File: src/rtl/ufpgapll_pkg.sv
// ufpgapll_pkg
//   Constants shared by the feedback conditioner, the PLL core and the display
//   logic. The raw frequency/time limits are kept next to the clock counts
//   derived from them, so that all three blocks use the same thresholds.
//   Contents:
//     XTAL_FREQ, FREQ_LOCKOUT_LO/HI, LOCKOUT_TIME_US   raw limits
//     CYC_LO, CYC_HI, LOCKOUT_CYCLES                  limits converted to xtal clocks
//     fb_edge_t                                       rise/fall strobe pair
//     ctr_w()                                         counter width for a maximum value
package ufpgapll_pkg;

  localparam int unsigned XTAL_FREQ        = 50_000_000;  // Hz
  localparam int unsigned FREQ_LOCKOUT_LO  = 50_000;      // Hz, slower input is locked out
  localparam int unsigned FREQ_LOCKOUT_HI  = 210_000;     // Hz, faster input is locked out
  localparam int unsigned LOCKOUT_TIME_US  = 1_000;       // lockout hold time

  // Half-period limits: a half period lasts XTAL_FREQ / (2*f) clocks.
  localparam int unsigned CYC_LO         = XTAL_FREQ / (2 * FREQ_LOCKOUT_LO);   // 500
  localparam int unsigned CYC_HI         = XTAL_FREQ / (2 * FREQ_LOCKOUT_HI);   // 119
  localparam int unsigned LOCKOUT_CYCLES = (XTAL_FREQ / 1_000_000) * LOCKOUT_TIME_US; // 50000

  localparam int unsigned GLITCH_CYCLES_DEF = 4;
  localparam int unsigned PERIOD_W_DEF      = 16;

  typedef struct packed {
    logic rise;
    logic fall;
  } fb_edge_t;

  // Bits needed to hold the values 0..max_val.
  function automatic int unsigned ctr_w(input int unsigned max_val);
    int unsigned w;
    w = $clog2(max_val + 1);
    return (w < 1) ? 1 : w;
  endfunction

endpackage

File: src/rtl/fb_conditioner_if.sv
// fb_conditioner_if
//   Signal bundle between the feedback conditioner and its user (PLL core or
//   testbench).
//   master: drives fb_u / clr_flags, reads the conditioned results
//   slave : the conditioner itself
//   Signals:
//     fb_u          raw feedback pin
//     clr_flags     clears the sticky lock_*_seen flags
//     fb            synchronised, deglitched level
//     fb_rise/fall  1-clk edge strobes of fb
//     period        last rising-to-rising period in clocks
//     period_valid  1-clk pulse when period updates
//     lockout       frequency lockout active
//     lock_lo_seen  sticky: too-slow trigger seen
//     lock_hi_seen  sticky: too-fast trigger seen
interface fb_conditioner_if
  import ufpgapll_pkg::*;
#(
  parameter int unsigned PERIOD_W = PERIOD_W_DEF
);

  logic                fb_u;
  logic                clr_flags;
  logic                fb;
  logic                fb_rise;
  logic                fb_fall;
  logic [PERIOD_W-1:0] period;
  logic                period_valid;
  logic                lockout;
  logic                lock_lo_seen;
  logic                lock_hi_seen;

  modport master (
    output fb_u, clr_flags,
    input  fb, fb_rise, fb_fall, period, period_valid,
           lockout, lock_lo_seen, lock_hi_seen
  );

  modport slave (
    input  fb_u, clr_flags,
    output fb, fb_rise, fb_fall, period, period_valid,
           lockout, lock_lo_seen, lock_hi_seen
  );

endinterface

File: src/rtl/fb_deglitch.sv
// fb_deglitch
//   Two-flop synchroniser for the raw feedback pin followed by a glitch filter:
//   fb only follows the synchronised pin once it has disagreed with fb for
//   GLITCH_CYCLES consecutive clocks. Pin edge to fb change is 2+GLITCH_CYCLES
//   clocks. Also produces 1-clk rise/fall strobes in the first cycle fb shows
//   its new level.
//   Ports:
//     clk    in   clock
//     rst_n  in   asynchronous reset, active low
//     fb_u   in   raw, unsynchronised pin
//     fb     out  deglitched level (registered)
//     edges  out  rise/fall strobes (decoded from fb and its delayed copy)
module fb_deglitch
  import ufpgapll_pkg::*;
#(
  parameter int unsigned GLITCH_CYCLES = GLITCH_CYCLES_DEF
) (
  input  logic     clk,
  input  logic     rst_n,
  input  logic     fb_u,
  output logic     fb,
  output fb_edge_t edges
);

  localparam int unsigned GW = ctr_w(GLITCH_CYCLES);

  logic          s0_reg;
  logic          s1_reg;
  logic          fb_reg;
  logic          fb_d_reg;
  logic [GW-1:0] gcnt_reg;

  always_ff @(posedge clk or negedge rst_n) begin
    if (!rst_n) begin
      s0_reg   <= 1'b0;
      s1_reg   <= 1'b0;
      fb_reg   <= 1'b0;
      fb_d_reg <= 1'b0;
      gcnt_reg <= '0;
    end else begin
      s0_reg   <= fb_u;
      s1_reg   <= s0_reg;
      fb_d_reg <= fb_reg;
      // Any sample that agrees with fb restarts the count, so only an
      // uninterrupted run of GLITCH_CYCLES disagreeing samples flips fb.
      if (s1_reg != fb_reg) begin
        if (gcnt_reg == GW'(GLITCH_CYCLES - 1)) begin
          fb_reg   <= s1_reg;
          gcnt_reg <= '0;
        end else begin
          gcnt_reg <= gcnt_reg + 1'b1;
        end
      end else begin
        gcnt_reg <= '0;
      end
    end
  end

  assign fb         = fb_reg;
  assign edges.rise = fb_reg & ~fb_d_reg;
  assign edges.fall = ~fb_reg & fb_d_reg;

endmodule

File: src/rtl/fb_conditioner.sv
// fb_conditioner
//   Input stage in front of the software PLL core. Cleans up the feedback pin
//   (via fb_deglitch), measures the rising-to-rising period in xtal clocks and
//   raises a frequency lockout when a half period is too long (input stopped or
//   too slow) or too short (input too fast).
//   Ports:
//     clk    in     xtal clock (50 MHz)
//     rst_n  in     asynchronous reset, active low
//     bus    slave  fb_conditioner_if: fb_u/clr_flags in; fb, fb_rise, fb_fall,
//                   period, period_valid, lockout, lock_lo_seen, lock_hi_seen out
module fb_conditioner
  import ufpgapll_pkg::*;
#(
  parameter int unsigned GLITCH_CYCLES  = GLITCH_CYCLES_DEF,
  parameter int unsigned CYC_LO_P       = CYC_LO,
  parameter int unsigned CYC_HI_P       = CYC_HI,
  parameter int unsigned LOCKOUT_CYC_P  = LOCKOUT_CYCLES,
  parameter int unsigned PERIOD_W       = PERIOD_W_DEF
) (
  input  logic clk,
  input  logic rst_n,
  fb_conditioner_if.slave bus
);

  localparam int unsigned HW = ctr_w(CYC_LO_P);
  localparam int unsigned TW = ctr_w(LOCKOUT_CYC_P);

  logic     fb;
  fb_edge_t edges;
  logic     edge_any;

  fb_deglitch #(
    .GLITCH_CYCLES (GLITCH_CYCLES)
  ) u_deglitch (
    .clk   (clk),
    .rst_n (rst_n),
    .fb_u  (bus.fb_u),
    .fb    (fb),
    .edges (edges)
  );

  assign edge_any = edges.rise | edges.fall;

  // ---------------------------------------------------------------- half period
  logic [HW-1:0] half_ctr_reg;
  logic          trig_lo;
  logic          trig_hi;

  // half_ctr passes CYC_LO-1 exactly once before saturating at CYC_LO, so a
  // dropout triggers once rather than on every clock.
  assign trig_lo = ~edge_any & (half_ctr_reg == HW'(CYC_LO_P - 1));
  assign trig_hi = edge_any & (half_ctr_reg <= HW'(CYC_HI_P));

  always_ff @(posedge clk or negedge rst_n) begin
    if (!rst_n) begin
      // Start above CYC_HI so the very first edge after reset is not "too fast".
      half_ctr_reg <= HW'(CYC_HI_P + 1);
    end else if (edge_any) begin
      half_ctr_reg <= '0;
    end else if (half_ctr_reg < HW'(CYC_LO_P)) begin
      half_ctr_reg <= half_ctr_reg + 1'b1;
    end
  end

  // ---------------------------------------------------------------- lockout
  logic [TW-1:0] timer_reg;
  logic [TW-1:0] timer_next;
  logic          lockout_reg;
  logic          lock_lo_seen_reg;
  logic          lock_hi_seen_reg;

  always_comb begin
    timer_next = timer_reg;
    if (trig_lo | trig_hi) begin
      timer_next = TW'(LOCKOUT_CYC_P);
    end else if (timer_reg != '0) begin
      timer_next = timer_reg - 1'b1;
    end
  end

  always_ff @(posedge clk or negedge rst_n) begin
    if (!rst_n) begin
      timer_reg        <= '0;
      lockout_reg      <= 1'b0;
      lock_lo_seen_reg <= 1'b0;
      lock_hi_seen_reg <= 1'b0;
    end else begin
      timer_reg   <= timer_next;
      // Registered copy of (timer != 0), taken from the next-state value so it
      // tracks timer_reg exactly.
      lockout_reg <= (timer_next != '0);
      // A trigger in the same cycle as clr_flags keeps the flag set.
      if (trig_lo) begin
        lock_lo_seen_reg <= 1'b1;
      end else if (bus.clr_flags) begin
        lock_lo_seen_reg <= 1'b0;
      end
      if (trig_hi) begin
        lock_hi_seen_reg <= 1'b1;
      end else if (bus.clr_flags) begin
        lock_hi_seen_reg <= 1'b0;
      end
    end
  end

  // ---------------------------------------------------------------- period
  logic [PERIOD_W-1:0] period_ctr_reg;
  logic [PERIOD_W-1:0] period_reg;
  logic                period_valid_reg;
  logic                armed_reg;
  logic                period_sat;

  assign period_sat = (period_ctr_reg == '1);

  always_ff @(posedge clk or negedge rst_n) begin
    if (!rst_n) begin
      period_ctr_reg   <= '0;
      period_reg       <= '0;
      period_valid_reg <= 1'b0;
      armed_reg        <= 1'b0;
    end else begin
      period_valid_reg <= 1'b0;
      if (edges.rise) begin
        // The rise cycle itself is the first clock of the new period.
        period_ctr_reg <= PERIOD_W'(1);
        armed_reg      <= 1'b1;
        // An unarmed rise (first after reset or after an overflow) only
        // starts the measurement; a saturated count is not a real period.
        if (armed_reg && !period_sat) begin
          period_reg       <= period_ctr_reg;
          period_valid_reg <= 1'b1;
        end
      end else begin
        if (!period_sat) begin
          period_ctr_reg <= period_ctr_reg + 1'b1;
        end else begin
          armed_reg <= 1'b0;
        end
      end
    end
  end

  // ---------------------------------------------------------------- outputs
  assign bus.fb           = fb;
  assign bus.fb_rise      = edges.rise;
  assign bus.fb_fall      = edges.fall;
  assign bus.period       = period_reg;
  assign bus.period_valid = period_valid_reg;
  assign bus.lockout      = lockout_reg;
  assign bus.lock_lo_seen = lock_lo_seen_reg;
  assign bus.lock_hi_seen = lock_hi_seen_reg;

endmodule

File: src/flat_wrapper.sv
// flat-port wrapper written by rule: the top's interface ports become plain ports
module fb_conditioner_flat import ufpgapll_pkg::*;
#(
  parameter int unsigned GLITCH_CYCLES  = GLITCH_CYCLES_DEF,
  parameter int unsigned CYC_LO_P       = CYC_LO,
  parameter int unsigned CYC_HI_P       = CYC_HI,
  parameter int unsigned LOCKOUT_CYC_P  = LOCKOUT_CYCLES,
  parameter int unsigned PERIOD_W       = PERIOD_W_DEF
)
  (clk, rst_n, bus_fb_u, bus_clr_flags, bus_fb, bus_fb_rise, bus_fb_fall, bus_period, bus_period_valid, bus_lockout, bus_lock_lo_seen, bus_lock_hi_seen);
  fb_conditioner_if #(.PERIOD_W(PERIOD_W)) bus_i ();
  input  logic clk;
  input  logic rst_n;
  input wire logic [$bits(bus_i.fb_u)-1:0] bus_fb_u;
  input wire logic [$bits(bus_i.clr_flags)-1:0] bus_clr_flags;
  output wire logic [$bits(bus_i.fb)-1:0] bus_fb;
  output wire logic [$bits(bus_i.fb_rise)-1:0] bus_fb_rise;
  output wire logic [$bits(bus_i.fb_fall)-1:0] bus_fb_fall;
  output wire logic [$bits(bus_i.period)-1:0] bus_period;
  output wire logic [$bits(bus_i.period_valid)-1:0] bus_period_valid;
  output wire logic [$bits(bus_i.lockout)-1:0] bus_lockout;
  output wire logic [$bits(bus_i.lock_lo_seen)-1:0] bus_lock_lo_seen;
  output wire logic [$bits(bus_i.lock_hi_seen)-1:0] bus_lock_hi_seen;
  assign bus_i.fb_u = bus_fb_u;
  assign bus_i.clr_flags = bus_clr_flags;
  assign bus_fb = bus_i.fb;
  assign bus_fb_rise = bus_i.fb_rise;
  assign bus_fb_fall = bus_i.fb_fall;
  assign bus_period = bus_i.period;
  assign bus_period_valid = bus_i.period_valid;
  assign bus_lockout = bus_i.lockout;
  assign bus_lock_lo_seen = bus_i.lock_lo_seen;
  assign bus_lock_hi_seen = bus_i.lock_hi_seen;
  fb_conditioner #(.GLITCH_CYCLES(GLITCH_CYCLES), .CYC_LO_P(CYC_LO_P), .CYC_HI_P(CYC_HI_P), .LOCKOUT_CYC_P(LOCKOUT_CYC_P), .PERIOD_W(PERIOD_W)) u_core (.clk(clk), .rst_n(rst_n), .bus(bus_i));
endmodule
File: config.mk
export PLATFORM = sky130hd
export DESIGN_NAME = fb_conditioner_flat
export DESIGN_NICKNAME = d
export VERILOG_FILES = /design/src/rtl/ufpgapll_pkg.sv /design/src/rtl/fb_conditioner_if.sv /design/src/rtl/fb_deglitch.sv /design/src/rtl/fb_conditioner.sv /design/src/flat_wrapper.sv
export SDC_FILE = /design/constraint.sdc
export NUM_CORES = 1
export LEC_CHECK = 0
export CORE_UTILIZATION = 58
export DETAILED_ROUTE_END_ITERATION = 8
export GPL_TIMING_DRIVEN = 1
export PLACE_DENSITY = 0.91
export RECOVER_POWER = 50
export SETUP_SLACK_MARGIN = 0.2
export SYNTH_ARGS = -nofsm -noshare
export SYNTH_HDL_FRONTEND = slang
export SYNTH_HIERARCHICAL = 1
export SYNTH_SLANG_ARGS = --single-unit
export TNS_END_PERCENT = 20
File: constraint.sdc
create_clock -name clk -period 3 [get_ports clk]
set_input_delay 0.45 -clock clk [delete_from_list [all_inputs] [get_ports clk]]
set_output_delay 0.45 -clock clk [all_outputs]
set_load 0.02 [all_outputs]
==> flow_summary.html, run 1 <==
<table>
<tr><th>Metric</th><th>Value</th></tr>
<tr><th colspan="2">Place</th></tr>
<tr><td>Routability congestion estimate</td><td>0.907</td></tr>
<tr><td>Total cell area at the placement stage</td><td>3770 sq um</td></tr>
<tr><td>Pre-CTS setup slack</td><td>570 ps</td></tr>
<tr><td>Half-perimeter wire length after placement</td><td>4.85 mm</td></tr>
<tr><td>Buffers on Ports</td><td>26</td></tr>
<tr><th colspan="2">Timing</th></tr>
<tr><td>Upper clock frequency limit</td><td>0.400 GHz</td></tr>
<tr><td>Number of hold-slack violations in the final timing report</td><td>0</td></tr>
<tr><td>Total Neg Setup Slack</td><td>0 ps</td></tr>
<tr><td>Headroom to the max-slew limit</td><td>0.0611</td></tr>
<tr><td>Post-route fraction of the period consumed by the critical path</td><td>0.834</td></tr>
<tr><td>Worst slew pin tran</td><td>1410 ps</td></tr>
<tr><td>Min Tclk post-route</td><td>2500 ps</td></tr>
<tr><td>Setup repair after global routing missed its margin</td><td>no</td></tr>
<tr><td>Final Worst Setup Slack</td><td>497 ps</td></tr>
<tr><td>Layout Skew</td><td>10.8 ps</td></tr>
<tr><td>Number of setup violations in the final report</td><td>0</td></tr>
<tr><td>Count of final max-slew check failures</td><td>0</td></tr>
<tr><th colspan="2">Logic synthesis</th></tr>
<tr><td>Cells after Synth</td><td>326</td></tr>
<tr><td>Cell accounting for the most synthesized area</td><td>sky130_fd_sc_hd__dfrtp_1</td></tr>
<tr><td>Number of flip-flops and latches in the synthesized netlist</td><td>69</td></tr>
<tr><td>Area fraction of the dominant cell type after synthesis</td><td>0.478</td></tr>
<tr><td>Most repeated cell in the gate-level netlist after synthesis</td><td>sky130_fd_sc_hd__dfrtp_1</td></tr>
<tr><td>Part of the Yosys area used for sequential elements</td><td>0.509</td></tr>
<tr><td>Area of the mapped netlist</td><td>3400 sq um</td></tr>
<tr><td>Prevailing post-synth register cell</td><td>sky130_fd_sc_hd__dfrtp_1</td></tr>
<tr><td>Synth unique cells</td><td>56</td></tr>
<tr><td>Number of enable-type register cells in the synthesized netlist</td><td>0</td></tr>
<tr><td>Leading post-synthesis cells by instance count</td><td>sky130_fd_sc_hd__dfrtp_1 (65), sky130_fd_sc_hd__nor2_1 (40), sky130_fd_sc_hd__xnor2_1 (21)</td></tr>
<tr><td>Async set-reset flop share out of synthesis</td><td>1.00</td></tr>
<tr><td>Leading cell types by total area after synthesis</td><td>sky130_fd_sc_hd__dfrtp_1 (48%), sky130_fd_sc_hd__xnor2_1 (5.4%), sky130_fd_sc_hd__mux2_2 (5.0%)</td></tr>
<tr><td>Syn Area/Cell</td><td>10.4 sq um</td></tr>
<tr><td>Net count after synthesis</td><td>335</td></tr>
<tr><td>Number of synthesis warnings</td><td>6</td></tr>
<tr><th colspan="2">Route</th></tr>
<tr><td>Initial detailed-routing violation count</td><td>211</td></tr>
<tr><td>Ratio of routed vias to standard cells</td><td>5.97</td></tr>
<tr><td>Pre-antenna DRT Iters</td><td>4</td></tr>
<tr><td>Routed wire length</td><td>6.93 mm</td></tr>
<tr><td>Count of unresolved DRC violations after routing</td><td>0</td></tr>
<tr><td>Routed via count</td><td>2597</td></tr>
<tr><td>Final ANT Viol Nets</td><td>0</td></tr>
<tr><td>Routed length per instance</td><td>15.9 um</td></tr>
<tr><th colspan="2">Setup path</th></tr>
<tr><td>Critical R2R Launch</td><td>u_core/timer_reg[0]</td></tr>
<tr><td>Worst-path maximum fanout</td><td>6</td></tr>
<tr><td>Required time of the critical path</td><td>3200 ps</td></tr>
<tr><td>Endpoint of the worst-slack reg-to-reg timing path</td><td>u_core/bus.lockout</td></tr>
<tr><td>Biggest cell delay along the critical path</td><td>540 ps</td></tr>
<tr><td>Critical Path Sink Type</td><td>flip-flop</td></tr>
<tr><td>Register-to-register setup slack</td><td>500 ps</td></tr>
<tr><td>Critical path type</td><td>flip-flop to flip-flop</td></tr>
<tr><td>Critical-path top delay cell</td><td>sky130_fd_sc_hd__or4b_1</td></tr>
<tr><td>Worst Path Buf+Inv</td><td>2</td></tr>
<tr><td>Worst path cell trace</td><td>inv_1 &gt; ha_1 &gt; or4b_1 &gt; nor4_1 &gt; buf_4 &gt; nand2_1 &gt; a221oi_1 &gt; nand4b_1</td></tr>
<tr><td>Arrival time of the worst setup path</td><td>2700 ps</td></tr>
<tr><td>Kind of cell adding the most delay to the critical path</td><td>simple AND/OR/NAND/NOR gates</td></tr>
<tr><td>R2r worst-path depth</td><td>8</td></tr>
<tr><td>CP Launch Type</td><td>flip-flop</td></tr>
<tr><th colspan="2">Power and ir drop</th></tr>
<tr><td>Peak VDD IR</td><td>0.000683 V</td></tr>
<tr><td>Leak</td><td>1.64 nW</td></tr>
<tr><td>Total power divided by cell area</td><td>800 nW/um^2</td></tr>
<tr><th colspan="2">Die</th></tr>
<tr><td>Die area</td><td>6180 sq um</td></tr>
<tr><td>Die extent in y</td><td>78.6 um</td></tr>
<tr><td>Core area</td><td>5570 sq um</td></tr>
<tr><td>Std-Cell Rows</td><td>27</td></tr>
<tr><td>Horizontal die dimension</td><td>78.6 um</td></tr>
<tr><td>IO Pins</td><td>27</td></tr>
<tr><td>Effective utilization at floorplan</td><td>0.611</td></tr>
<tr><th colspan="2">Clock tree</th></tr>
<tr><td>Worst skew pair latency</td><td>340 ps</td></tr>
<tr><td>Number of resized instances in the post-cts repair step</td><td>0</td></tr>
<tr><td>CTS H-tree depth</td><td>3</td></tr>
<tr><td>TritonCTS buffer count</td><td>9</td></tr>
<tr><td>Worst-path clk slew</td><td>80 ps</td></tr>
<tr><td>Num Clock Sinks</td><td>69</td></tr>
<tr><td>Hold Buf Count CTS</td><td>0</td></tr>
<tr><td>Clock tree from TritonCTS</td><td>done</td></tr>
<tr><td>Max Buffers Root-to-Sink</td><td>2</td></tr>
<tr><td>Post-CTS Setup Bufs</td><td>0</td></tr>
<tr><td>Clk Tree Root Cell</td><td>sky130_fd_sc_hd__clkbuf_8</td></tr>
<tr><th colspan="2">Global routing</th></tr>
<tr><td>All-Layer GR Usage</td><td>0.251</td></tr>
<tr><td>Global-route wire length before repair</td><td>11.7 mm</td></tr>
<tr><td>Final global-route overflow total</td><td>0</td></tr>
<tr><td>Initial antenna violation count</td><td>0</td></tr>
<tr><td>Maximum number of pins on one net before global-route repair</td><td>28</td></tr>
<tr><td>Via count of the first global-routing pass</td><td>2489</td></tr>
<tr><th colspan="2">Final layout</th></tr>
<tr><td>Share of post-route cells with drive strength above 1</td><td>0.132</td></tr>
<tr><td>Finished layout cell area</td><td>3980 sq um</td></tr>
<tr><td>Footprint of the multi-input gates</td><td>1570 sq um</td></tr>
<tr><td>Post-synthesis to final-layout area growth</td><td>16.9%</td></tr>
<tr><td>Total area of sequential cells</td><td>1730 sq um</td></tr>
<tr><td>Number of nets at the end of the flow</td><td>367</td></tr>
<tr><td>Diodes inserted</td><td>0</td></tr>
<tr><td>Filler Cells Inserted</td><td>422</td></tr>
<tr><th colspan="2">Flow run</th></tr>
<tr><td>Total of max-cap violations</td><td>0</td></tr>
<tr><th colspan="2">Outcome</th></tr>
<tr><td>Run status</td><td>completed</td></tr>
<tr><th colspan="2">Hold path</th></tr>
<tr><td>Type of the most critical hold path</td><td>input pin to asynchronous set/reset pin</td></tr>
</table>
final cells by class:
type                    count  share of cell area
repair buffers             35              0.0790
flip-flops and latches     69               0.435
clock inverters             6              0.0236
inverters                  11              0.0104
clock buffers              10              0.0346
well taps                  72              0.0226
multi-input cells         232               0.394
worst max-delay path by stage:
stage | start | endpoint | slack [ps] | depth (start not counted)
finish | u_core/timer_reg[0] | u_core/bus.lockout | 500 | 8
global route | u_core/period_ctr_reg[0] | u_core/bus.period[13] | 390 | 7
CTS | u_core/timer_reg[0] | u_core/bus.lockout | 550 | 7
detailed placement | u_core/timer_reg[0] | u_core/bus.lockout | 570 | 7
global placement | u_core/timer_reg[7] | u_core/bus.lockout | 620 | 5
floorplan | u_core/timer_reg[0] | u_core/bus.lockout | 730 | 7
power breakdown:
| part | internal, W | switching, W |
|---|---|---|
| registers | 0.00110 | 0.000174 |
| clock network | 0.000496 | 0.000366 |
| logic | 0.000457 | 0.000589 |
| total | 0.00205 | 0.00113 |
per-layer routing:
layer | track usage | up-vias | wire, um
met1 | 0.347 | 1279 | 3200
met4 | 0.130 | 0 | 68
met3 | 0.0477 | 5 | 353
li1 | - | 1230 | -
met5 | 0 | - | 0
met2 | 0.377 | 83 | 3310
cell families after synthesis:
family	count (synthesis)	share of synthesized area
adders and majority gates	5	0.0184
AOI/OAI and AO/OA	45	0.0930
DFF	69	0.509
and+or+nand+nor	136	0.218
muxes	21	0.0684
xor gates and xnor gates	25	0.0643
buffers and inverters	25	0.0287
stage by stage:
step	power (W)	hold WS (ps)	instances	util
2_1_floorplan	0.00197	154	326	-
6_report	0.00318	290	435	0.714
3_5_place_dp	0.00234	340	419	0.676
4_1_cts	0.00321	50.8	435	0.717
5_1_grt	0.00337	360	435	0.714
3_3_place_gp	0.00230	341	419	0.676
layout by cell type (no fill, tap or decap), drive strengths merged, types with 7 or more instances in the layout:
cell type and n:
nand3 10, inv 12, nand2 14, o21ai 9, clkdlybuf4s50 24, nand4 7
xnor2 21, dfrtp 65, nor3 14, mux2 18, buf 7, a21oi 10
or2 8, nor2 40, clkbuf 13
(Power assumes the default switching activity.)
==> run 2, diff against run 1 <==
--- a/config.mk
+++ b/config.mk
@@ -5,10 +5,10 @@
 export SDC_FILE = /design/constraint.sdc
 export NUM_CORES = 1
 export LEC_CHECK = 0
-export CORE_UTILIZATION = 58
+export CORE_UTILIZATION = 52
 export DETAILED_ROUTE_END_ITERATION = 8
 export GPL_TIMING_DRIVEN = 1
-export PLACE_DENSITY = 0.91
+export PLACE_DENSITY = 0.87
 export RECOVER_POWER = 50
 export SETUP_SLACK_MARGIN = 0.2
 export SYNTH_ARGS = -nofsm -noshare
==> constraint.sdc (replaced) <==
create_clock -name clk -period 2.1 [get_ports clk]
set_input_delay 0.315 -clock clk [delete_from_list [all_inputs] [get_ports clk]]
set_output_delay 0.315 -clock clk [all_outputs]
set_load 0.02 [all_outputs]
==> run 2 against run 1 <==
Compared with the run above:
- the run now ends with setup timing left
- cell count increased by 9.4%
- clock skew decreased by 2.3 ps
- via count increased by 8.2%
- non-clock buffer count increased by 36
- wire length increased by 18%
- flip-flop and latch count unchanged
==> flow_summary.html, run 2 (synthesis gave the netlist of run 1 again) <==
<table>
<tr><th>Metric</th><th>Value</th></tr>
<tr><th colspan="2">Outcome</th></tr>
<tr><td>Run status</td><td>finished with violations</td></tr>
<tr><td>Failing checks</td><td>setup timing</td></tr>
<tr><th colspan="2">Final layout</th></tr>
<tr><td>Diodes inserted</td><td>0 (unchanged)</td></tr>
<tr><td>Non-filler cells in the finished layout</td><td>476 (+9.4%)</td></tr>
<tr><td>Number of nets at the end of the flow</td><td>404 (+10%)</td></tr>
<tr><td>Share of post-route cells with drive strength above 1</td><td>0.296 (+0.164)</td></tr>
<tr><td>Post-synthesis to final-layout area growth</td><td>31.2%</td></tr>
<tr><td>Finished layout cell area</td><td>4470 sq um (+12%)</td></tr>
<tr><td>Filler Cells Inserted</td><td>418 (-0.95%)</td></tr>
<tr><td>Commonest cells after routing, fill and taps aside</td><td>sky130_fd_sc_hd__dfrtp_1 (63), sky130_fd_sc_hd__buf_4 (39), sky130_fd_sc_hd__nor2_1 (38), sky130_fd_sc_hd__clkdlybuf4s50_1 (22), sky130_fd_sc_hd__xnor2_1 (20)</td></tr>
<tr><td>Total area of sequential cells</td><td>1730 sq um (+0.14%)</td></tr>
<tr><td>Footprint of the multi-input gates</td><td>1800 sq um (+14%)</td></tr>
<tr><td>Leading cell type in the layout, fill and taps excluded</td><td>sky130_fd_sc_hd__dfrtp_1</td></tr>
<tr><th colspan="2">Global routing</th></tr>
<tr><td>Maximum number of pins on one net before global-route repair</td><td>70 (+150%)</td></tr>
<tr><td>Via count of the first global-routing pass</td><td>2878 (+16%)</td></tr>
<tr><td>All-Layer GR Usage</td><td>0.242 (-0.00888)</td></tr>
<tr><td>Initial antenna violation count</td><td>0 (unchanged)</td></tr>
<tr><td>Final global-route overflow total</td><td>0 (unchanged)</td></tr>
<tr><td>Global-route wire length before repair</td><td>13.4 mm (+14%)</td></tr>
<tr><th colspan="2">Route</th></tr>
<tr><td>Final ANT Viol Nets</td><td>0 (unchanged)</td></tr>
<tr><td>Count of unresolved DRC violations after routing</td><td>0 (unchanged)</td></tr>
<tr><td>Routed via count</td><td>2810 (+8.2%)</td></tr>
<tr><td>Routed length per instance</td><td>17.2 um (+7.9%)</td></tr>
<tr><td>Initial detailed-routing violation count</td><td>287 (+36%)</td></tr>
<tr><td>Pre-antenna DRT Iters</td><td>4 (unchanged)</td></tr>
<tr><td>Routed wire length</td><td>8.18 mm (+18%)</td></tr>
<tr><td>Ratio of routed vias to standard cells</td><td>5.90 (-1.1%)</td></tr>
<tr><th colspan="2">Timing</th></tr>
<tr><td>Final Worst Setup Slack</td><td>-54.7 ps (-552 ps)</td></tr>
<tr><td>Headroom to the max-slew limit</td><td>0.403 (+0.342)</td></tr>
<tr><td>Total Neg Setup Slack</td><td>-54.7 ps (-54.7 ps)</td></tr>
<tr><td>Upper clock frequency limit</td><td>0.464 GHz (+16%)</td></tr>
<tr><td>Worst slew pin tran</td><td>896 ps (-512 ps)</td></tr>
<tr><td>Layout Skew</td><td>8.46 ps (-2.31 ps)</td></tr>
<tr><td>Setup repair after global routing missed its margin</td><td>yes</td></tr>
<tr><td>Number of setup violations in the final report</td><td>1 (+1)</td></tr>
<tr><td>Number of hold-slack violations in the final timing report</td><td>0 (unchanged)</td></tr>
<tr><td>Count of final max-slew check failures</td><td>0 (unchanged)</td></tr>
<tr><td>Final hold slack</td><td>357 ps (+67.4 ps)</td></tr>
<tr><td>Post-route fraction of the period consumed by the critical path</td><td>1.03 (+0.192)</td></tr>
<tr><td>Min Tclk post-route</td><td>2150 ps (-348 ps)</td></tr>
<tr><th colspan="2">Power and ir drop</th></tr>
<tr><td>Power share of the sequential group</td><td>0.363 (-0.037)</td></tr>
<tr><td>Portion of total power attributed to the clock network</td><td>0.219 (-0.052)</td></tr>
<tr><td>Switching power</td><td>0.00178 W (+58%)</td></tr>
<tr><td>Total power divided by cell area</td><td>1080 nW/um^2 (+35%)</td></tr>
<tr><td>Switching Fraction</td><td>0.371 (+0.0159)</td></tr>
<tr><td>Leak</td><td>1.87 nW (+14%)</td></tr>
<tr><td>Internal power of the cells</td><td>0.00303 W (+48%)</td></tr>
<tr><td>Fraction of power consumed by combinational cells</td><td>0.418 (+0.089)</td></tr>
<tr><td>Peak VDD IR</td><td>0.000990 V (+45%)</td></tr>
<tr><th colspan="2">Die</th></tr>
<tr><td>Die extent in y</td><td>82.9 um (+5.5%)</td></tr>
<tr><td>Std-Cell Rows</td><td>29 (+7.4%)</td></tr>
<tr><td>Core area</td><td>6350 sq um (+14%)</td></tr>
<tr><td>Effective utilization at floorplan</td><td>0.536 (-0.0746)</td></tr>
<tr><td>Horizontal die dimension</td><td>82.9 um (+5.5%)</td></tr>
<tr><td>Die area</td><td>6870 sq um (+11%)</td></tr>
<tr><td>IO Pins</td><td>27 (unchanged)</td></tr>
<tr><th colspan="2">Setup path</th></tr>
<tr><td>Worst-path maximum fanout</td><td>4 (-2)</td></tr>
<tr><td>Register-to-register setup slack</td><td>-50 ps (-550 ps)</td></tr>
<tr><td>R2r worst-path depth</td><td>5 (-3)</td></tr>
<tr><td>Arrival time of the worst setup path</td><td>2370 ps (-330 ps)</td></tr>
<tr><td>Required time of the critical path</td><td>2310 ps (-890 ps)</td></tr>
<tr><td>Critical path type</td><td>flip-flop to flip-flop</td></tr>
<tr><td>Worst path cell trace</td><td>or3_4 &gt; a211o_1 &gt; or4b_4 &gt; a221oi_2 &gt; nand4b_1</td></tr>
<tr><td>Biggest cell delay along the critical path</td><td>500 ps (-40 ps)</td></tr>
<tr><td>CP Launch Type</td><td>flip-flop</td></tr>
<tr><td>Critical R2R Launch</td><td>u_core/timer_reg[7]</td></tr>
<tr><td>Critical Path Sink Type</td><td>flip-flop</td></tr>
<tr><td>Critical-path top delay cell</td><td>sky130_fd_sc_hd__or4b_4</td></tr>
<tr><td>Endpoint of the worst-slack reg-to-reg timing path</td><td>u_core/bus.lockout</td></tr>
<tr><th colspan="2">Place</th></tr>
<tr><td>DP Cell Count</td><td>456 (+8.8%)</td></tr>
<tr><td>Total cell area at the placement stage</td><td>4070 sq um (+7.9%)</td></tr>
<tr><td>Routability congestion estimate</td><td>0.888 (-2.1%)</td></tr>
<tr><td>Half-perimeter wire length after placement</td><td>5.12 mm (+5.6%)</td></tr>
<tr><td>Pre-CTS setup slack</td><td>-149 ps (-720 ps)</td></tr>
<tr><td>Buffers on Ports</td><td>26 (unchanged)</td></tr>
<tr><th colspan="2">Clock tree</th></tr>
<tr><td>Worst-path clk slew</td><td>70 ps (about the same)</td></tr>
<tr><td>Clock tree from TritonCTS</td><td>done</td></tr>
<tr><td>Num Clock Sinks</td><td>69 (unchanged)</td></tr>
<tr><td>Worst skew pair latency</td><td>350 ps (about the same)</td></tr>
<tr><td>Max Buffers Root-to-Sink</td><td>2 (unchanged)</td></tr>
<tr><td>CTS H-tree depth</td><td>3 (unchanged)</td></tr>
<tr><td>TritonCTS buffer count</td><td>9 (unchanged)</td></tr>
<tr><td>Clk Tree Root Cell</td><td>sky130_fd_sc_hd__clkbuf_8</td></tr>
<tr><th colspan="2">Hold path</th></tr>
<tr><td>Critical hold path startpoint</td><td>u_core/u_deglitch/s0_reg</td></tr>
<tr><td>Type of the most critical hold path</td><td>flip-flop to flip-flop</td></tr>
<tr><td>Number of cells on the worst hold path</td><td>0</td></tr>
<tr><td>Hold EP</td><td>u_core/u_deglitch/s1_reg</td></tr>
<tr><th colspan="2">Flow run</th></tr>
<tr><td>Total of max-cap violations</td><td>0 (unchanged)</td></tr>
</table>
==> run 2: what timing repair did <==
item                                   CTS  global route
buffers inserted                         2             1
resized for setup                       25            24
pin swaps                                9            18
hold buffers                             1             0
cloned                                   1             0
setup endpoints to repair               39            41
endpoints found under the hold margin   63             0
==> run 2: per-stage QoR <==
stage	total power, W	util
CTS	0.00472	0.691
finish	0.00481	0.703
global placement	0.00350	0.640
detailed placement	0.00355	0.640
global route	0.00509	0.703
floorplan	0.00286	-
==> run 2: worst max-delay path, delay by kind of cell (launching register included) <==
kind	cells	cell delay (ps)
AO/OA/AOI/OAI	2	600
flip-flops	1	390
AND/OR/NAND/NOR	3	1050
==> run 2: layout make-up <==
cell class | instances | area share
Tap cell | 77 | 0.0216
Timing Repair Buffer | 71 | 0.137
Clock buffer | 9 | 0.0277
Sequential cell | 69 | 0.388
Inverter | 11 | 0.00925
Multi-Input combinational cell | 233 | 0.402
Clock inverter | 6 | 0.0143
==> run 2: power groups by stage <==
stage                     combinational [W]  clock (W)  sequential (W)
after floorplan                    0.000994          0         0.00186
after global placement              0.00175          0         0.00175
after detailed placement            0.00178          0         0.00177
after CTS                           0.00190    0.00108         0.00175
after global routing                0.00218    0.00113         0.00178
final                               0.00201    0.00105         0.00175
==> run 2: worst max path at each step <==
| stage | from | endpoint | slack [ps] |
|---|---|---|---|
| 5_1_grt | u_core/timer_reg[7] | u_core/bus.lockout | -100 |
| 4_1_cts | u_core/timer_reg[10] | u_core/bus.lockout | -30 |
| 3_3_place_gp | u_core/timer_reg[3] | u_core/bus.lockout | -50 |
| 6_report | u_core/timer_reg[7] | u_core/bus.lockout | -50 |
| 3_5_place_dp | u_core/timer_reg[3] | u_core/bus.lockout | -150 |
| 2_1_floorplan | u_core/timer_reg[7] | u_core/bus.lockout | -50 |
==> run 2: per-layer routing <==
layer,GRT usage,wire [um],vias up
met3,0.0507,378,13
met2,0.393,4020,81
met5,0,0,-
li1,-,-,1302
met4,0.103,152,0
met1,0.317,3630,1414
==> run 3, diff against run 2 <==
--- a/config.mk
+++ b/config.mk
@@ -5,10 +5,11 @@
 export SDC_FILE = /design/constraint.sdc
 export NUM_CORES = 1
 export LEC_CHECK = 0
-export CORE_UTILIZATION = 52
+export CORE_UTILIZATION = 50
+export CTS_BUF_LIST = sky130_fd_sc_hd__clkbuf_8
 export DETAILED_ROUTE_END_ITERATION = 8
 export GPL_TIMING_DRIVEN = 1
-export PLACE_DENSITY = 0.87
+export PLACE_DENSITY = 0.85
 export RECOVER_POWER = 50
 export SETUP_SLACK_MARGIN = 0.2
 export SYNTH_ARGS = -nofsm -noshare
==> run 3 against run 2 <==
Compared with the run above:
- power rose by 4.4%
- the run ends with DRC, capacitance limit, slew limit, setup timing left
- largest power group unchanged
- setup slack got worse by 28 ps
- global-route usage rose by 1.1 points
- clock-buffer cell count did not move
- utilization rose by 0.46 points
- non-clock buffer count rose by 7
- design area rose by 2.4%
- register-to-register slack got worse by 30 ps
- flip-flop and latch count did not move
- combinational power rose by 3%
- clock skew rose by 2.3 ps
- critical path depth rose by 2
- highest routed layer unchanged
==> flow_summary.html, run 3 (synthesis gave the netlist of run 1 again) <==
<table>
<tr><th>Metric</th><th>Value</th></tr>
<tr><th colspan="2">Outcome</th></tr>
<tr><td>Run status</td><td>finished with violations</td></tr>
<tr><td>Failing checks</td><td>DRC, capacitance limit, slew limit, setup timing</td></tr>
<tr><th colspan="2">Route</th></tr>
<tr><td>Initial detailed-routing violation count</td><td>169 (-41%)</td></tr>
<tr><td>Count of unresolved DRC violations after routing</td><td>4 (+4)</td></tr>
<tr><td>Routed length per instance</td><td>17.5 um (+1.8%)</td></tr>
<tr><td>Final ANT Viol Nets</td><td>0 (unchanged)</td></tr>
<tr><td>Routed via count</td><td>2819 (+0.32%)</td></tr>
<tr><td>Ratio of routed vias to standard cells</td><td>5.82 (-1.3%)</td></tr>
<tr><td>Routed wire length</td><td>8.47 mm (+3.5%)</td></tr>
<tr><td>Pre-antenna DRT Iters</td><td>8 (+4)</td></tr>
<tr><th colspan="2">Clock tree</th></tr>
<tr><td>CTS H-tree depth</td><td>3 (unchanged)</td></tr>
<tr><td>Worst skew pair latency</td><td>350 ps (about the same)</td></tr>
<tr><td>Num Clock Sinks</td><td>69 (unchanged)</td></tr>
<tr><td>Clock tree from TritonCTS</td><td>done</td></tr>
<tr><td>Max Buffers Root-to-Sink</td><td>2 (unchanged)</td></tr>
<tr><td>Clk Tree Root Cell</td><td>sky130_fd_sc_hd__clkbuf_8</td></tr>
<tr><td>TritonCTS buffer count</td><td>9 (unchanged)</td></tr>
<tr><td>Worst-path clk slew</td><td>70 ps (about the same)</td></tr>
<tr><th colspan="2">Hold path</th></tr>
<tr><td>Hold EP</td><td>u_core/u_deglitch/s1_reg</td></tr>
<tr><td>Critical hold path startpoint</td><td>u_core/u_deglitch/s0_reg</td></tr>
<tr><td>Type of the most critical hold path</td><td>flip-flop to flip-flop</td></tr>
<tr><td>Number of cells on the worst hold path</td><td>0 (unchanged)</td></tr>
<tr><th colspan="2">Setup path</th></tr>
<tr><td>Critical Path Sink Type</td><td>flip-flop</td></tr>
<tr><td>R2r worst-path depth</td><td>7 (+2)</td></tr>
<tr><td>Critical-path top delay cell</td><td>sky130_fd_sc_hd__or4_4</td></tr>
<tr><td>Critical path type</td><td>flip-flop to flip-flop</td></tr>
<tr><td>Critical R2R Launch</td><td>u_core/timer_reg[11]</td></tr>
<tr><td>Required time of the critical path</td><td>2380 ps (+70 ps)</td></tr>
<tr><td>CP Launch Type</td><td>flip-flop</td></tr>
<tr><td>Kind of cell adding the most delay to the critical path</td><td>simple AND/OR/NAND/NOR gates</td></tr>
<tr><td>Endpoint of the worst-slack reg-to-reg timing path</td><td>u_core/bus.lockout</td></tr>
<tr><td>Worst-path maximum fanout</td><td>4 (unchanged)</td></tr>
<tr><td>Biggest cell delay along the critical path</td><td>540 ps (+40 ps)</td></tr>
<tr><td>Arrival time of the worst setup path</td><td>2460 ps (+90 ps)</td></tr>
<tr><td>Cell with the most instances on the worst path</td><td>sky130_fd_sc_hd__or4_4</td></tr>
<tr><td>Register-to-register setup slack</td><td>-80 ps (-30 ps)</td></tr>
<tr><td>Worst path cell trace</td><td>or4_4 &gt; buf_4 &gt; or4_4 &gt; buf_6 &gt; nand4_1 &gt; a221oi_2 &gt; nand4b_1</td></tr>
<tr><td>Worst Path Buf+Inv</td><td>2 (+2)</td></tr>
<tr><th colspan="2">Die</th></tr>
<tr><td>IO Pins</td><td>27 (unchanged)</td></tr>
<tr><td>Effective utilization at floorplan</td><td>0.527 (-0.00903)</td></tr>
<tr><td>Horizontal die dimension</td><td>84.5 um (+1.9%)</td></tr>
<tr><td>Die area</td><td>7140 sq um (+3.9%)</td></tr>
<tr><td>Core area</td><td>6460 sq um (+1.7%)</td></tr>
<tr><td>Die extent in y</td><td>84.5 um (+1.9%)</td></tr>
<tr><td>Std-Cell Rows</td><td>29 (unchanged)</td></tr>
<tr><th colspan="2">Place</th></tr>
<tr><td>Routability congestion estimate</td><td>0.962 (+8.3%)</td></tr>
<tr><td>Half-perimeter wire length after placement</td><td>5.42 mm (+5.9%)</td></tr>
<tr><td>Buffers on Ports</td><td>26 (unchanged)</td></tr>
<tr><td>Pre-CTS setup slack</td><td>-145 ps (+3.88 ps)</td></tr>
<tr><th colspan="2">Global routing</th></tr>
<tr><td>Final global-route overflow total</td><td>0 (unchanged)</td></tr>
<tr><td>Via count of the first global-routing pass</td><td>2865 (-0.45%)</td></tr>
<tr><td>Initial antenna violation count</td><td>0 (unchanged)</td></tr>
<tr><td>Maximum number of pins on one net before global-route repair</td><td>36 (-49%)</td></tr>
<tr><td>All-Layer GR Usage</td><td>0.253 (+0.0106)</td></tr>
<tr><td>Global-route wire length before repair</td><td>13.9 mm (+4.3%)</td></tr>
<tr><th colspan="2">Final layout</th></tr>
<tr><td>Diodes inserted</td><td>0 (unchanged)</td></tr>
<tr><td>Share of post-route cells with drive strength above 1</td><td>0.319 (+0.0237)</td></tr>
<tr><td>Filler Cells Inserted</td><td>439 (+5.0%)</td></tr>
<tr><td>Number of nets at the end of the flow</td><td>411 (+1.7%)</td></tr>
<tr><td>Commonest cells after routing, fill and taps aside</td><td>sky130_fd_sc_hd__dfrtp_1 (62), sky130_fd_sc_hd__buf_4 (45), sky130_fd_sc_hd__nor2_1 (39), sky130_fd_sc_hd__clkdlybuf4s50_1 (22), sky130_fd_sc_hd__xnor2_1 (21)</td></tr>
<tr><td>Leading cell type in the layout, fill and taps excluded</td><td>sky130_fd_sc_hd__dfrtp_1</td></tr>
<tr><td>Footprint of the multi-input gates</td><td>1830 sq um (+1.8%)</td></tr>
<tr><td>Total area of sequential cells</td><td>1740 sq um (about the same)</td></tr>
<tr><td>Post-synthesis to final-layout area growth</td><td>34.3%</td></tr>
<tr><td>Final cell utilization of the core</td><td>0.708 (+0.00461)</td></tr>
<tr><th colspan="2">Timing</th></tr>
<tr><td>Number of setup violations in the final report</td><td>1 (unchanged)</td></tr>
<tr><td>Min Tclk post-route</td><td>2180 ps (+28.0 ps)</td></tr>
<tr><td>Worst slew pin tran</td><td>1820 ps (+926 ps)</td></tr>
<tr><td>Number of hold-slack violations in the final timing report</td><td>0 (unchanged)</td></tr>
<tr><td>Final Worst Setup Slack</td><td>-82.6 ps (-28.0 ps)</td></tr>
<tr><td>Upper clock frequency limit</td><td>0.458 GHz (-1.3%)</td></tr>
<tr><td>Count of final max-slew check failures</td><td>71 (+71)</td></tr>
<tr><td>Post-route fraction of the period consumed by the critical path</td><td>1.04 (+0.0133)</td></tr>
<tr><td>Headroom to the max-slew limit</td><td>-0.215 (-0.617)</td></tr>
<tr><td>Layout Skew</td><td>10.8 ps (+2.32 ps)</td></tr>
<tr><td>Setup repair after global routing missed its margin</td><td>yes</td></tr>
<tr><th colspan="2">Power and ir drop</th></tr>
<tr><td>Total power divided by cell area</td><td>1100 nW/um^2 (+2.0%)</td></tr>
<tr><td>Peak VDD IR</td><td>0.00117 V (+18%)</td></tr>
<tr><td>Leak</td><td>1.95 nW (+4.2%)</td></tr>
<tr><th colspan="2">Flow run</th></tr>
<tr><td>Total of max-cap violations</td><td>2 (+2)</td></tr>
</table>
[run 3: layout make-up]
cell class | instances | share of cell area
Inverter | 11 | 0.00903
Tap cell | 77 | 0.0211
Clock buffer | 9 | 0.0271
Sequential cell | 69 | 0.380
Multi-Input combinational cell | 233 | 0.400
Clock inverter | 7 | 0.0197
Timing Repair Buffer | 78 | 0.144
[run 3: metal layers]
layer  vias up  wire [um]  GRT usage  part of all wire
li1       1326          -          -                 -
met1      1402       3780      0.337              0.45
met2        75       4190      0.413              0.49
met3        16        322     0.0433             0.038
met4         0        174      0.105             0.021
met5         -          0          0                 0
[run 3: power by group]
part	total, W	internal [W]	switching [W]	leakage, nW
clock network	0.00117	0.000664	0.000506	0.111
registers	0.00178	0.00157	0.000207	0.869
logic	0.00208	0.000944	0.00113	0.969
[run 3: how the worst max path moves through the flow]
| stage | startpoint | to | slack, ps | cells after the start |
|---|---|---|---|---|
| 2_1_floorplan | u_core/timer_reg[7] | u_core/bus.lockout | -50 | 6 |
| 3_3_place_gp | u_core/timer_reg[10] | u_core/bus.lockout | -40 | 7 |
| 3_5_place_dp | u_core/timer_reg[1] | u_core/bus.lockout | -150 | 8 |
| 4_1_cts | u_core/timer_reg[1] | u_core/bus.lockout | -50 | 6 |
| 5_1_grt | u_core/timer_reg[1] | u_core/bus.lockout | -130 | 8 |
| 6_report | u_core/timer_reg[11] | u_core/bus.lockout | -80 | 7 |
[run 3: repair_timing]
| action | in CTS | in global routing |
|---|---|---|
| resized for setup | 37 | 20 |
| pin swaps | 21 | 16 |
| setup endpoints to repair | 37 | 41 |
| hold buffers | 0 | 0 |
| gates cloned | 1 | 0 |
| buffers inserted | 3 | 2 |
[run 3: worst register-to-register path: stages (launching register included)]
cell,delay [ps]
sky130_fd_sc_hd__dfrtp_1,410
sky130_fd_sc_hd__or4_4,540
sky130_fd_sc_hd__buf_4,170
sky130_fd_sc_hd__or4_4,530
sky130_fd_sc_hd__buf_6,150
sky130_fd_sc_hd__nand4_1,120
sky130_fd_sc_hd__a221oi_2,80
sky130_fd_sc_hd__nand4b_1,120
[run 3: per-stage QoR]
step	cells	area, sq um	TNS, ps	total power (W)	hold WS (ps)
after floorplan	326	3450	-49.9	0.00286	19.4
after global placement	462	4100	-47.4	0.00357	333
after detailed placement	462	4100	-462	0.00366	344
after CTS	482	4490	-47.2	0.00497	9.12
after global routing	484	4570	-320	0.00531	368
final	484	4570	-82.6	0.00503	358
